[config.mk]
export PLATFORM = sky130hd
export DESIGN_NAME = audio_rate_gen
export DESIGN_NICKNAME = d
export VERILOG_FILES = /design/src/rtl/audio_rate_gen.sv
export SDC_FILE = /design/constraint.sdc
export NUM_CORES = 1
export LEC_CHECK = 0
export CORE_AREA = 2 2 103 105
export DETAILED_ROUTE_END_ITERATION = 7
export DIE_AREA = 0 0 105 107
export GPL_ROUTABILITY_DRIVEN = 0
export PLACE_DENSITY_LB_ADDON = 0.25
export SYNTH_ARGS = -nofsm -noshare
export SYNTH_HDL_FRONTEND = slang
export SYNTH_SLANG_ARGS = --single-unit
[constraint.sdc]
create_clock -name clk -period 6.8 [get_ports clk]
set_input_delay 0.68 -clock clk [delete_from_list [all_inputs] [get_ports clk]]
set_output_delay 0.68 -clock clk [all_outputs]
set_load 0.02 [all_outputs]
[src/rtl/audio_rate_gen.sv]
// audio_rate_gen: sample-period tick generator with a one-deep prefetch buffer
// between the sample-memory reader and the audio codec path.
module audio_rate_gen #(
   parameter int unsigned MIN_DIV = 16,
   parameter int unsigned DATA_W  = 8
) (
   input  logic              clk,
   input  logic              reset_n,
   input  logic [31:0]       clkDiv,
   input  logic              enable,
   output logic              sampleReq,
   input  logic              sampleAck,
   input  logic [DATA_W-1:0] sampleData,
   output logic [DATA_W-1:0] audioOut,
   output logic              audioValid,
   output logic              tick,
   output logic              overrun
);
   // state | meaning
   // REQ   | sampleReq high, waiting for the reader's ack
   // FULL  | one sample buffered, waiting for the next tick
   // GAP   | sample went straight to the output; one idle cycle before re-requesting
   typedef enum logic [1:0] {
      ST_REQ  = 2'd0,
      ST_FULL = 2'd1,
      ST_GAP  = 2'd2
   } state_t;

   localparam logic [31:0] MIN_P = 32'(MIN_DIV);

   logic [31:0]       cnt_q, cnt_d;
   logic [31:0]       period_q, period_d;
   logic [31:0]       period_eff;
   logic              wrap;
   logic              tick_q;
   state_t            state_q, state_d;
   logic [DATA_W-1:0] smp_q, smp_d;
   logic [DATA_W-1:0] out_q, out_d;
   logic              valid_q, valid_d;
   logic              over_q, over_d;

   // wrap marks the last cycle of a period; tick/audioValid register it so both
   // appear in the same cycle audioOut changes.
   always_comb begin
      period_eff = (period_q < MIN_P) ? MIN_P : period_q;
      wrap       = enable && (cnt_q == (period_eff - 32'd1));
      cnt_d      = (!enable || wrap) ? 32'd0 : cnt_q + 32'd1;
      period_d   = (!enable || wrap) ? clkDiv : period_q;
   end

   always_comb begin
      state_d = state_q;
      smp_d   = smp_q;
      out_d   = out_q;
      valid_d = 1'b0;
      over_d  = over_q;
      case (state_q)
         ST_REQ: begin
            if (wrap && sampleAck) begin
               out_d   = sampleData;
               valid_d = 1'b1;
               state_d = ST_GAP;
            end else if (wrap) begin
               over_d  = 1'b1;
            end else if (sampleAck) begin
               smp_d   = sampleData;
               state_d = ST_FULL;
            end
         end
         ST_FULL: begin
            if (wrap) begin
               out_d   = smp_q;
               valid_d = 1'b1;
               state_d = ST_REQ;
            end
         end
         ST_GAP:  state_d = ST_REQ;
         default: state_d = ST_REQ;
      endcase
   end

   always_ff @(posedge clk or negedge reset_n) begin
      if (!reset_n) begin
         cnt_q    <= 32'd0;
         period_q <= MIN_P;
         tick_q   <= 1'b0;
         state_q  <= ST_REQ;
         smp_q    <= '0;
         out_q    <= '0;
         valid_q  <= 1'b0;
         over_q   <= 1'b0;
      end else begin
         cnt_q    <= cnt_d;
         period_q <= period_d;
         tick_q   <= wrap;
         state_q  <= state_d;
         smp_q    <= smp_d;
         out_q    <= out_d;
         valid_q  <= valid_d;
         over_q   <= over_d;
      end
   end

   assign sampleReq  = (state_q == ST_REQ);
   assign tick       = tick_q;
   assign audioOut   = out_q;
   assign audioValid = valid_q;
   assign overrun    = over_q;

endmodule

# Word level (Yosys, flattened, before mapping)
# Index checks and enable logic that the tools add are counted.
dict set report op_classes {
  n_addsub 2
  multipliers 0
  div_mod_pow 0
  n_bitwise 2
  eq_ne 6
  mux 13
  n_reduce_logical 10
  magnitude_cmp 1
  n_shift 0
}
# operator n
set ops {}
lappend ops {{$mux 32} 2}
lappend ops {{$add 32x1->32 const B} 1}
lappend ops {{$eq 32x32->1} 1}
lappend ops {{$lt 32x5->1 const B} 1}
lappend ops {{$sub 32x1->32 const B} 1}
lappend ops {{$mux 8} 2}
lappend ops {{$pmux 8 s2} 1}
lappend ops {{$reduce_and 3->1} 3}
lappend ops {{$mux 2} 4}
lappend ops {{$pmux 2 s2} 1}
lappend ops {{$reduce_and 4->1} 1}
lappend ops {{$ne 3x1->1 const B} 1}
lappend ops {{$ne 3x2->1 const B} 1}
lappend ops {{$eq 2x1->1 const B} 1}
lappend ops {{$logic_and 1x1->1} 2}
lappend ops {{$logic_not 2->1} 1}
lappend ops {{$mux 1} 2}
lappend ops {{$ne 2x1->1 const B} 1}
lappend ops {{$ne 2x2->1 const B} 1}
lappend ops {{$not 1->1} 2}
lappend ops {{$pmux 1 s2} 1}
lappend ops {{$reduce_bool 2->1} 1}
lappend ops {{$logic_not 1->1} 1}
lappend ops {{$logic_or 1x1->1} 1}
dict set report word_totals {
  latch_bits 0
  reg_bits 85
  mem_bits_rw 0
  mem_count 0
  output_inout_bits 12
  inputBits 44
  wordCells 42
  romBits 0
}

# Longest topological paths before layout
# Gate-level depths: netlist (run 1).
dict set report depth {
  ltp_word 8
  depth_mapped 18
  ltp_nobuf 13
}

# Least setup slack after synthesis (run 1)
# No wires, ideal clock.
dict set report synth_timing {
  path_kind {register to register}
  start {register period_q[7]}
  end {register out_q[0] (netlist: audioOut[0])}
  period_less_slack_ps 4913
  arrival_ps 4788
  required_ps 6675
  n_path_buf 2
  path_slack_ps 1887
  stages_incl_launch_ff 16
  cell_sequence {dfrtp_1 -> or4_1 -> nor2_2 -> buf_2 -> nand3_2 -> nand2_1 -> ha_1 -> or4b_4 -> or4_1 -> a31oi_1 -> xnor2_1 -> o21ai_0 -> or4_1 -> clkbuf_1 -> nor4b_4 -> mux2_2}
}
dict set report synth_between {
  elab_chain_cells 8
  word_cells_on_any_way 9
  classes_between {1 x add/sub; 1 x order compare; 3 x eq/ne; 1 x mux; 3 x reduce/logical}
}
# element line_no
set synth_rtl {}
lappend synth_rtl {{start, declared} 32} ;# logic [31:0] period_q, period_d;
lappend synth_rtl {{start signal, assigned} 94} ;# period_q <= period_d;
lappend synth_rtl {{$lt 32x5->1} 45} ;# period_eff = (period_q < MIN_P) ? MIN_P : period_q;
lappend synth_rtl {{$mux 32 (*)} 45}
lappend synth_rtl {{$sub 32x1->32 (*)} 46} ;# wrap = enable && (cnt_q == (period_eff - 32'd1));
lappend synth_rtl {{$eq 32x32->1 (*)} 46}
lappend synth_rtl {{$logic_and 1x1->1 (*)} 46}
lappend synth_rtl {{$logic_and 1x1->1} 59} ;# if (wrap && sampleAck) begin
lappend synth_rtl {{$ne 2x1->1 (no source line)} --}
lappend synth_rtl {{$reduce_and 3->1 (no source line) (*)} --}
lappend synth_rtl {{end signal, assigned} 98} ;# out_q <= out_d;
lappend synth_rtl {{end, declared} 38} ;# logic [DATA_W-1:0] out_q, out_d;
# Every way passes the cells marked *; elsewhere a longest branch is shown, timed or not.
# A chain may end at the register's enable or synchronous reset.

# Worst setup path in the final report (run 1)
dict set report layout_timing {
  start {register period_q[26]}
  end {register period_q[0]}
}
dict set report layout_between {
  elab_chain_cells 6
}
# element line_no
set layout_rtl {}
lappend layout_rtl {{$lt 32x5->1} 45}
lappend layout_rtl {{$mux 32 (*)} 45}
lappend layout_rtl {{$sub 32x1->32 (*)} 46}
lappend layout_rtl {{$eq 32x32->1 (*)} 46}
lappend layout_rtl {{$logic_and 1x1->1 (*)} 46}
lappend layout_rtl {{$logic_or 1x1->1 (*)} 48} ;# period_d = (!enable || wrap) ? clkDiv : period_q;
# Marked as above.

==> results of run 1 <==
worst max-delay path, stage by stage (launching register included):
cell and delay (ns):
dfrtp_1 0.45, nor3_1 0.55, and3_1 0.66, nand3_2 0.31, nand2_1 0.16, ha_1 0.26
nor4b_1 0.43, nand4_1 0.34, a2111oi_0 0.53, a211oi_1 0.08, and2_0 0.23, or4_1 0.79
o31ai_4 0.28, buf_4 0.38, mux2_2 0.38
power by group through the flow:
stage	clock network, mW	registers (mW)	logic (mW)
after floorplan	0	0.572	0.124
after global placement	0	0.587	0.179
after detailed placement	0	0.589	0.183
after CTS	0.373	0.579	0.184
after global routing	0.393	0.586	0.201
final	0.363	0.580	0.186
registers in the layout, summed over array words and instances, names as in the netlist:
name	count
audioValid	1
state_q	2
period_q	32
overrun	1
cnt_q	32
smp_q	8
audioOut	8
tick	1
layout make-up:
type	count	area, um^2
multi-input cells	437	3100
inverters	9	33.8
fillers	896	3870
clock buffers	9	124
clock inverters	7	75.1
repair buffers	60	586
well taps	136	170
flip-flops and latches	85	2130
per-layer routing:
| metal | track usage (%) | part of all wire, % |
|---|---|---|
| met4 | 10.0 | 2.7 |
| met5 | 0 | 0 |
| met3 | 5.59 | 6.3 |
| met2 | 40.1 | 48 |
| met1 | 32.1 | 43 |
logic make-up (layout without fill, tap and decap cells):
logic type               count (synthesis)  count (layout)  synth area share, %
AO/OA/AOI/OAI                           86              86                 12.0
adder cells (fa/ha/maj)                  2               2                0.462
multiplexers                            50              50                 10.4
buffers and inverters                   37              85                 3.44
flip-flops                              85              85                 39.3
AND/OR/NAND/NOR                        228             228                 22.9
XOR/XNOR                                71              71                 11.5
final timing paths:
path	endpoint	slack, ns	cells past startpoint
min in group clk	overrun	0.48	2
hold / removal	cnt_q[6]	0.26	1
setup reg to reg	period_q[0]	0.85	14
setup / recovery	period_q[0]	0.85	14
hold reg to reg	overrun	0.48	2
max in group asynchronous	cnt_q[28]	5.58	2
cell usage in the layout, fill, tap and decap left out, types with 3 or more instances in the layout:
| cell type | n |
|---|---|
| nor3_1 | 12 |
| inv_1 | 9 |
| nor4_1 | 14 |
| nand2_1 | 29 |
| xnor2_1 | 34 |
| nor2_1 | 55 |
| or2_2 | 3 |
| a2111oi_0 | 4 |
| or4_1 | 8 |
| o2111ai_1 | 3 |
| a21o_1 | 4 |
| a221oi_1 | 8 |
| and3_1 | 25 |
| xor2_1 | 37 |
| mux2_2 | 21 |
| o31ai_1 | 3 |
| dfrtp_1 | 84 |
| mux2_1 | 27 |
| nand4_1 | 13 |
| o21ai_0 | 15 |
| a31oi_1 | 5 |
| nor4b_1 | 3 |
| o211ai_1 | 13 |
| clkbuf_8 | 9 |
| nand3_1 | 36 |
| clkinvlp_4 | 3 |
| or3_1 | 7 |
| nand3b_1 | 4 |
| a211oi_1 | 3 |
| o31a_1 | 3 |
| a21oi_1 | 5 |
| buf_4 | 6 |
| clkdlybuf4s50_1 | 54 |
synthesized netlist by cell type, drive strengths merged (3+ instances only):
master and count:
a211oi 4, o31a 3, o211ai 13, a21o 4
a31oi 5, clkbuf 12, nor4 15, buf 16
nor2 57, a21oi 5, mux2 48, or2 4
o31ai 4, nor3 13, dfrtp 84, nand3b 4
or3 7, nand2 29, or4 10, a2111oi 5
nor4b 4, and3 25, nand4 13, nand3 37
inv 9, xor2 37, xnor2 34, o21ai 15
a221oi 8, o2111ai 3
stage by stage:
step	utilization, %	hold slack, ns	area (um^2)	worst slack [ns]
floorplan	-	0.384	5420	1.89
global placement	59.6	0.447	6020	1.18
detailed placement	59.6	0.457	6020	1.01
CTS	61.6	0.283	6220	0.972
global route	61.6	0.301	6220	0.478
finish	61.6	0.262	6220	0.853
==> out/results.tsv, run 1 <==
metric	value	unit
chip width	105	um
pin count of the biggest net entering global routing	47	
Total Die Area	11200	um^2
Port Buffers	55	
clock network power share	32.2	%
RSZ-0062 raised after global routing	no	
Reg clk slew, reported paths	0.09	ns
startpoint types	flip-flop	
syn nets	605	
IO Count	56	
CP max FO	33	
FP Rows	37	
Finish-stage setup viols	0	
Yosys top cell area share	38.8	%
placed wire-length estimate	9840	um
crit path DAT	6.21	ns
initial antenna violation count	0	
# nets final	648	
CTS resizes	0	
DR vias	4645	
post-synth cell types	64	
Syn Area/Cell	9.69	um^2
Slew HR	44.1	%
CP endpoint kind	flip-flop	
core area	10100	um^2
Leakage	2.43	nW
layout cells sized above 1	9.88	%
Total GRT Usage	24.7	%
Max VDD drop	0.0000988	V
total power	1.13	mW
final period utilization	87.5	%
top_reg_cell synth	dfrtp_1	
Clock Tree Root	clkbuf_8	
clock skew	0.00853	ns
Comb pwr share	16.4	%
FMAX	168	MHz
clk sinks	85	
Switch Pwr	0.329	mW
PwrDens	182	nW/um^2
Max Slew Vio Count	0	
net switching share of the total power	29.2	%
sequential power share	51.4	%
Initial Utilization	53.7	%
GRT overflow	0	
Chip Height	107	um
post-route DRC violation count	0	
TritonRoute pass-1 iters	5	
crit path time final	5.95	ns
Critical R2R Launch	period_q[26]	
Setup CP Type	reg2reg	
#FFs+latches synth	85	
Tightest Pin Transition	0.837	ns
DR vias/cell	6.25	
Yosys top cell by area	dfrtp_1	
antenna-violating nets left	0	
vias in the first global route	4479	
first-pass GRT wire length	22200	um
TritonCTS clock tree	yes	
Post-Syn Area	5420	um^2
Detailed Route Iter0 Violations	498	
Seq/Total Area, Yosys	39.3	%
# diodes	0	
cell-internal power	0.800	mW
Avg WL per Cell	18.0	um
Post-CTS Setup Inserts	0	
Cells after Synth	559	
CTS max path bufs	2	
Post-Route WL	13400	um
synth top area cells	dfrtp_1 39%, xor2_1 6.0%, mux2_1 5.6%, xnor2_1 5.5%, mux2_2 4.4%	
TritonCTS buffer count	9	
maximum capacitance violations	0	
outcome	finished clean	
Worst Setup SP	period_q[26]	
cts-stage hold buffer count	0	
Layout Cells excl Fill	743	
Cells after DPL	727	
Area growth syn-to-layout	14.8	%
critical path required time	7.06	ns
min-delay worst type	in2async	
Worst-Skew Late Latency	0.38	ns
Ys Warns	0	
Post-synth ARST share	100	%
Final Hold Fails	0	
H-tree depth	3	
setup_tns	0	ns
EDFF count, synth	0	
Power figures use the tool's default switching activity.
==> run 2, diff against run 1 <==
==> constraint.sdc (replaced) <==
create_clock -name clk -period 7.5 [get_ports clk]
set_input_delay 0.75 -clock clk [delete_from_list [all_inputs] [get_ports clk]]
set_output_delay 0.75 -clock clk [all_outputs]
set_load 0.02 [all_outputs]
==> run 2 against run 1 <==
Combinational power decreased by 9.7%. Clock skew increased by 0.0022 ns. Setup slack improved by 0.65 ns. Register-to-register slack improved by 0.65 ns. Count of clock-buffer cells in the layout increased by 1. Fmax decreased by 0.87%. Worst hold slack improved by 0.088 ns. Clock power about the same. Critical endpoint is now period_q[13].
==> out/results.tsv, run 2 (synthesis gave the netlist of run 1 again) <==
metric	value	unit
Final Hold Fails	0	
Cells after DPL	726	
critical path required time	7.75	ns
Max VDD drop	0.000103	V
Area growth syn-to-layout	15.1	%
final period utilization	80.0	%
Detailed Route Iter0 Violations	443	
TritonCTS clock tree	yes	
FMAX	167	MHz
reg2reg path depth	14	
Setup CP Type	reg2reg	
Initial Utilization	53.7	%
chip width	105	um
CP max FO	33	
vias in the first global route	4594	
placed wire-length estimate	9720	um
layout cells sized above 1	9.74	%
maximum capacitance violations	0	
post-route DRC violation count	0	
initial antenna violation count	0	
crit path DAT	6.25	ns
Clock Tree Root	clkbuf_8	
Max Slew Vio Count	0	
RSZ-0062 raised after global routing	no	
Reg clk slew, reported paths	0.09	ns
Leakage	2.44	nW
# nets final	647	
Worst-Skew Late Latency	0.37	ns
clock skew	0.0107	ns
GRT overflow	0	
most common cell after layout, fill and taps aside	dfrtp_1	
startpoint types	flip-flop	
commonest non-fill, non-tap cells in the layout	84 x dfrtp_1, 55 x nor2_1, 54 x clkdlybuf4s50_1, 37 x xor2_1, 36 x nand3_1	
PwrDens	170	nW/um^2
CP endpoint kind	flip-flop	
core area	10100	um^2
Total GRT Usage	24.9	%
Slew HR	46.0	%
TritonRoute pass-1 iters	5	
CTS resizes	0	
Total Die Area	11200	um^2
cts-stage hold buffer count	0	
first-pass GRT wire length	22500	um
Tightest Pin Transition	0.809	ns
IO Count	56	
Layout Cells excl Fill	742	
crit path time final	6.00	ns
min-delay worst type	in2async	
setup_tns	0	ns
total power	1.06	mW
Avg WL per Cell	18.0	um
Port Buffers	55	
antenna-violating nets left	0	
# diodes	0	
Finish-stage setup viols	0	
Post-CTS Setup Inserts	0	
DR vias	4636	
CTS max path bufs	2	
pin count of the biggest net entering global routing	47	
TritonCTS buffer count	9	
DR vias/cell	6.25	
H-tree depth	3	
outcome	finished clean	
Chip Height	107	um
Post-Route WL	13300	um
clk sinks	85	
Regs by FF count	cnt_q x32, period_q x32	
FP Rows	37	
## run 2: cell types whose count changed in the layout (fill, tap and decap cells not counted)
cell / delta
clkbuf_8: +1
clkinvlp_4: -2
buf_4: -1
clkinv_2: +1
inv_6: -1
bufinv_16: +1
## run 2: through the flow
stage | util, % | instance area (um^2) | hold slack (ns) | worst slack (ns)
final | 61.8 | 6230 | 0.350 | 1.50
after global routing | 61.8 | 6230 | 0.392 | 1.03
after CTS | 61.8 | 6230 | 0.361 | 1.64
after detailed placement | 59.6 | 6010 | 0.461 | 1.69
after global placement | 59.6 | 6010 | 0.448 | 1.85
after floorplan | - | 5420 | 0.454 | 2.59
## run 2: per-layer routing
metal / wire length, um / track usage [%]
met3: 843 / 4.56
met2: 6390 / 40.0
met1: 5760 / 33.0
met5: 0 / 0
met4: 343 / 11.4
## run 2: final cells by class
cell class | count | area, um^2
inverters | 9 | 33.8
clock buffers | 10 | 138
repair buffers | 59 | 578
fillers | 877 | 3860
clock inverters | 6 | 86.3
flip-flops and latches | 85 | 2130
multi-input cells | 437 | 3100
well taps | 136 | 170
## run 2: final timing paths
path / start / endpoint / slack [ns]
max: period_q[22] / period_q[13] / 1.50
min: reset_n / period_q[11] / 0.35
max reg2reg: period_q[22] / period_q[13] / 1.50
min reg2reg: overrun / overrun / 0.48
max in group asynchronous: reset_n / smp_q[3] / 6.21
min in group clk: overrun / overrun / 0.48
## run 2: worst max-delay path, stage by stage, from the launching register on
cell	delay (ns)
dfrtp_1	0.51
nor4_1	0.54
and3_1	0.66
nand3_2	0.32
nand2_1	0.17
ha_1	0.25
nor4b_1	0.44
nand4_1	0.33
a2111oi_0	0.49
a211oi_1	0.10
and2_0	0.21
or4_1	0.79
o31ai_4	0.28
buf_4	0.39
mux2_1	0.37
## run 2: power by group
part           internal [mW]  switching [mW]
Combinational         0.0848          0.0828
Sequential             0.485          0.0407
Clock                  0.196           0.168
Total                  0.766           0.291
==> run 3, diff against run 2 <==
==> constraint.sdc (replaced) <==
create_clock -name clk -period 6 [get_ports clk]
set_input_delay 0.6 -clock clk [delete_from_list [all_inputs] [get_ports clk]]
set_output_delay 0.6 -clock clk [all_outputs]
set_load 0.02 [all_outputs]
==> run 3 against run 2 <==
Via count is 1.4% higher. Fmax is 15% higher. Global-route usage is 0.42 points higher. Count of clock-buffer cells in the layout grew 2. Cell count is 0.94% higher. Critical path type unchanged. Largest power group unchanged.
==> out/results.tsv, run 3 (synthesis gave the netlist of run 1 again) <==
metric	value	unit
clock skew	0.00942	ns
PwrDens	215	nW/um^2
area post-placement	6080	um^2
maximum capacitance violations	0	
layout cells sized above 1	10.4	%
TritonCTS clock tree	yes	
Multi-input gate area	3100	um^2
Max Slew Vio Count	0	
Max VDD drop	0.000107	V
total power	1.36	mW
Post-CTS Setup Inserts	0	
TritonRoute pass-1 iters	5	
setup_tns	0	ns
Total GRT Usage	25.4	%
fillers	903	
TritonCTS buffer count	9	
Total Die Area	11200	um^2
chip width	105	um
Avg WL per Cell	18.2	um
crit path time final	5.23	ns
commonest non-fill, non-tap cells in the layout	84 x dfrtp_1, 55 x nor2_1, 54 x clkdlybuf4s50_1, 37 x xor2_1, 36 x nand3_1	
Leakage	2.49	nW
DR vias/cell	6.28	
CTS resizes	0	
Detailed Route Iter0 Violations	464	
Clock Tree Root	clkbuf_8	
met3 Use GR	3.40	%
CP max FO	20	
min-delay worst type	in2async	
first-pass GRT wire length	22900	um
Reg clk slew, reported paths	0.08	ns
most common cell after layout, fill and taps aside	dfrtp_1	
Regs by FF count	cnt_q x32, period_q x32	
Slew HR	29.4	%
H-tree depth	3	
FMAX	191	MHz
critical path required time	6.25	ns
Area growth syn-to-layout	16.6	%
Final Cell Area	6320	um^2
pin count of the biggest net entering global routing	86	
IO Count	56	
CP endpoint kind	flip-flop	
core area	10100	um^2
placed wire-length estimate	9940	um
Setup CP Type	reg2reg	
startpoint types	flip-flop	
final period utilization	87.2	%
Chip Height	107	um
Post-Route WL	13600	um
outcome	finished clean	
busiest layer in global routing	met2	
vias in the first global route	4682	
Port Buffers	55	
post-route DRC violation count	0	
FP Rows	37	
Finish-stage setup viols	0	
R2R Setup Slk	0.77	ns
# nets final	654	
initial antenna violation count	0	
Initial Utilization	53.7	%
DR vias	4701	
Final Hold Fails	0	
crit path DAT	5.48	ns
RSZ-0062 raised after global routing	no	
Tightest Pin Transition	1.06	ns
GRT overflow	0	
Worst-Skew Late Latency	0.37	ns
flip-flop and latch area	2130	um^2
# diodes	0	
antenna-violating nets left	0	
grt met1 use	33.3	%
cts-stage hold buffer count	0	
CTS max path bufs	2	
GR met2 Demand/Resource	41.0	%
clk sinks	85	
[run 3: changes by cell type in the layout (fill, tap and decap cells not counted), sizes merged]
| cell | delta |
|---|---|
| buf | +7 |
| clkbuf | +2 |
| clkinv | -2 |
| bufinv | +1 |
| clkinvlp | -1 |
[run 3: worst max-delay path: stages (launching register included)]
cell	delay, ns
dfrtp_1	0.45
nor3_1	0.54
and3_1	0.31
nand3_2	0.11
nand2_1	0.09
ha_1	0.23
or4b_4	0.53
or4_1	0.45
o31ai_1	0.31
a21o_1	0.19
o211ai_1	0.12
or4_1	0.76
o31ai_4	0.34
buf_4	0.32
mux2_1	0.36
[run 3: where the power goes]
part	internal (mW)	switching [mW]	total (mW)
registers	0.607	0.0509	0.658
clock network	0.288	0.203	0.490
logic	0.107	0.102	0.210
total	1.00	0.356	1.36
[run 3: layer usage]
layer  wire, um  share of wire [%]
met5          0                  0
met2       6440                 47
met3        865                6.4
met1       5770                 42
met4        526                3.9
[run 3: metrics by stage]
stage,std cells,utilization [%],hold WS [ns],setup slack (ns)
after floorplan,559,-,0.304,1.09
after global placement,733,60.2,0.450,0.919
after detailed placement,733,60.2,0.447,0.827
after CTS,749,62.6,0.472,0.790
after global routing,749,62.6,0.488,0.416
final,749,62.6,0.421,0.770
[run 3: worst paths after layout]
path | start | to | cells after the start
min in group clk | overrun | overrun | 2
worst min register to register | overrun | overrun | 2
worst max register to register | period_q[26] | period_q[19] | 14
max in group asynchronous | reset_n | period_q[31] | 1
worst max-delay path | period_q[26] | period_q[19] | 14
worst min-delay path | reset_n | period_q[7] | 1
[run 3: layout make-up]
type | instances | share of cell area (%)
Clock buffer | 12 | 2.30
Clock inverter | 4 | 1.51
Inverter | 9 | 0.535
Multi-Input combinational cell | 437 | 49.1
Sequential cell | 85 | 33.7
Tap cell | 136 | 2.69
Timing Repair Buffer | 66 | 10.2
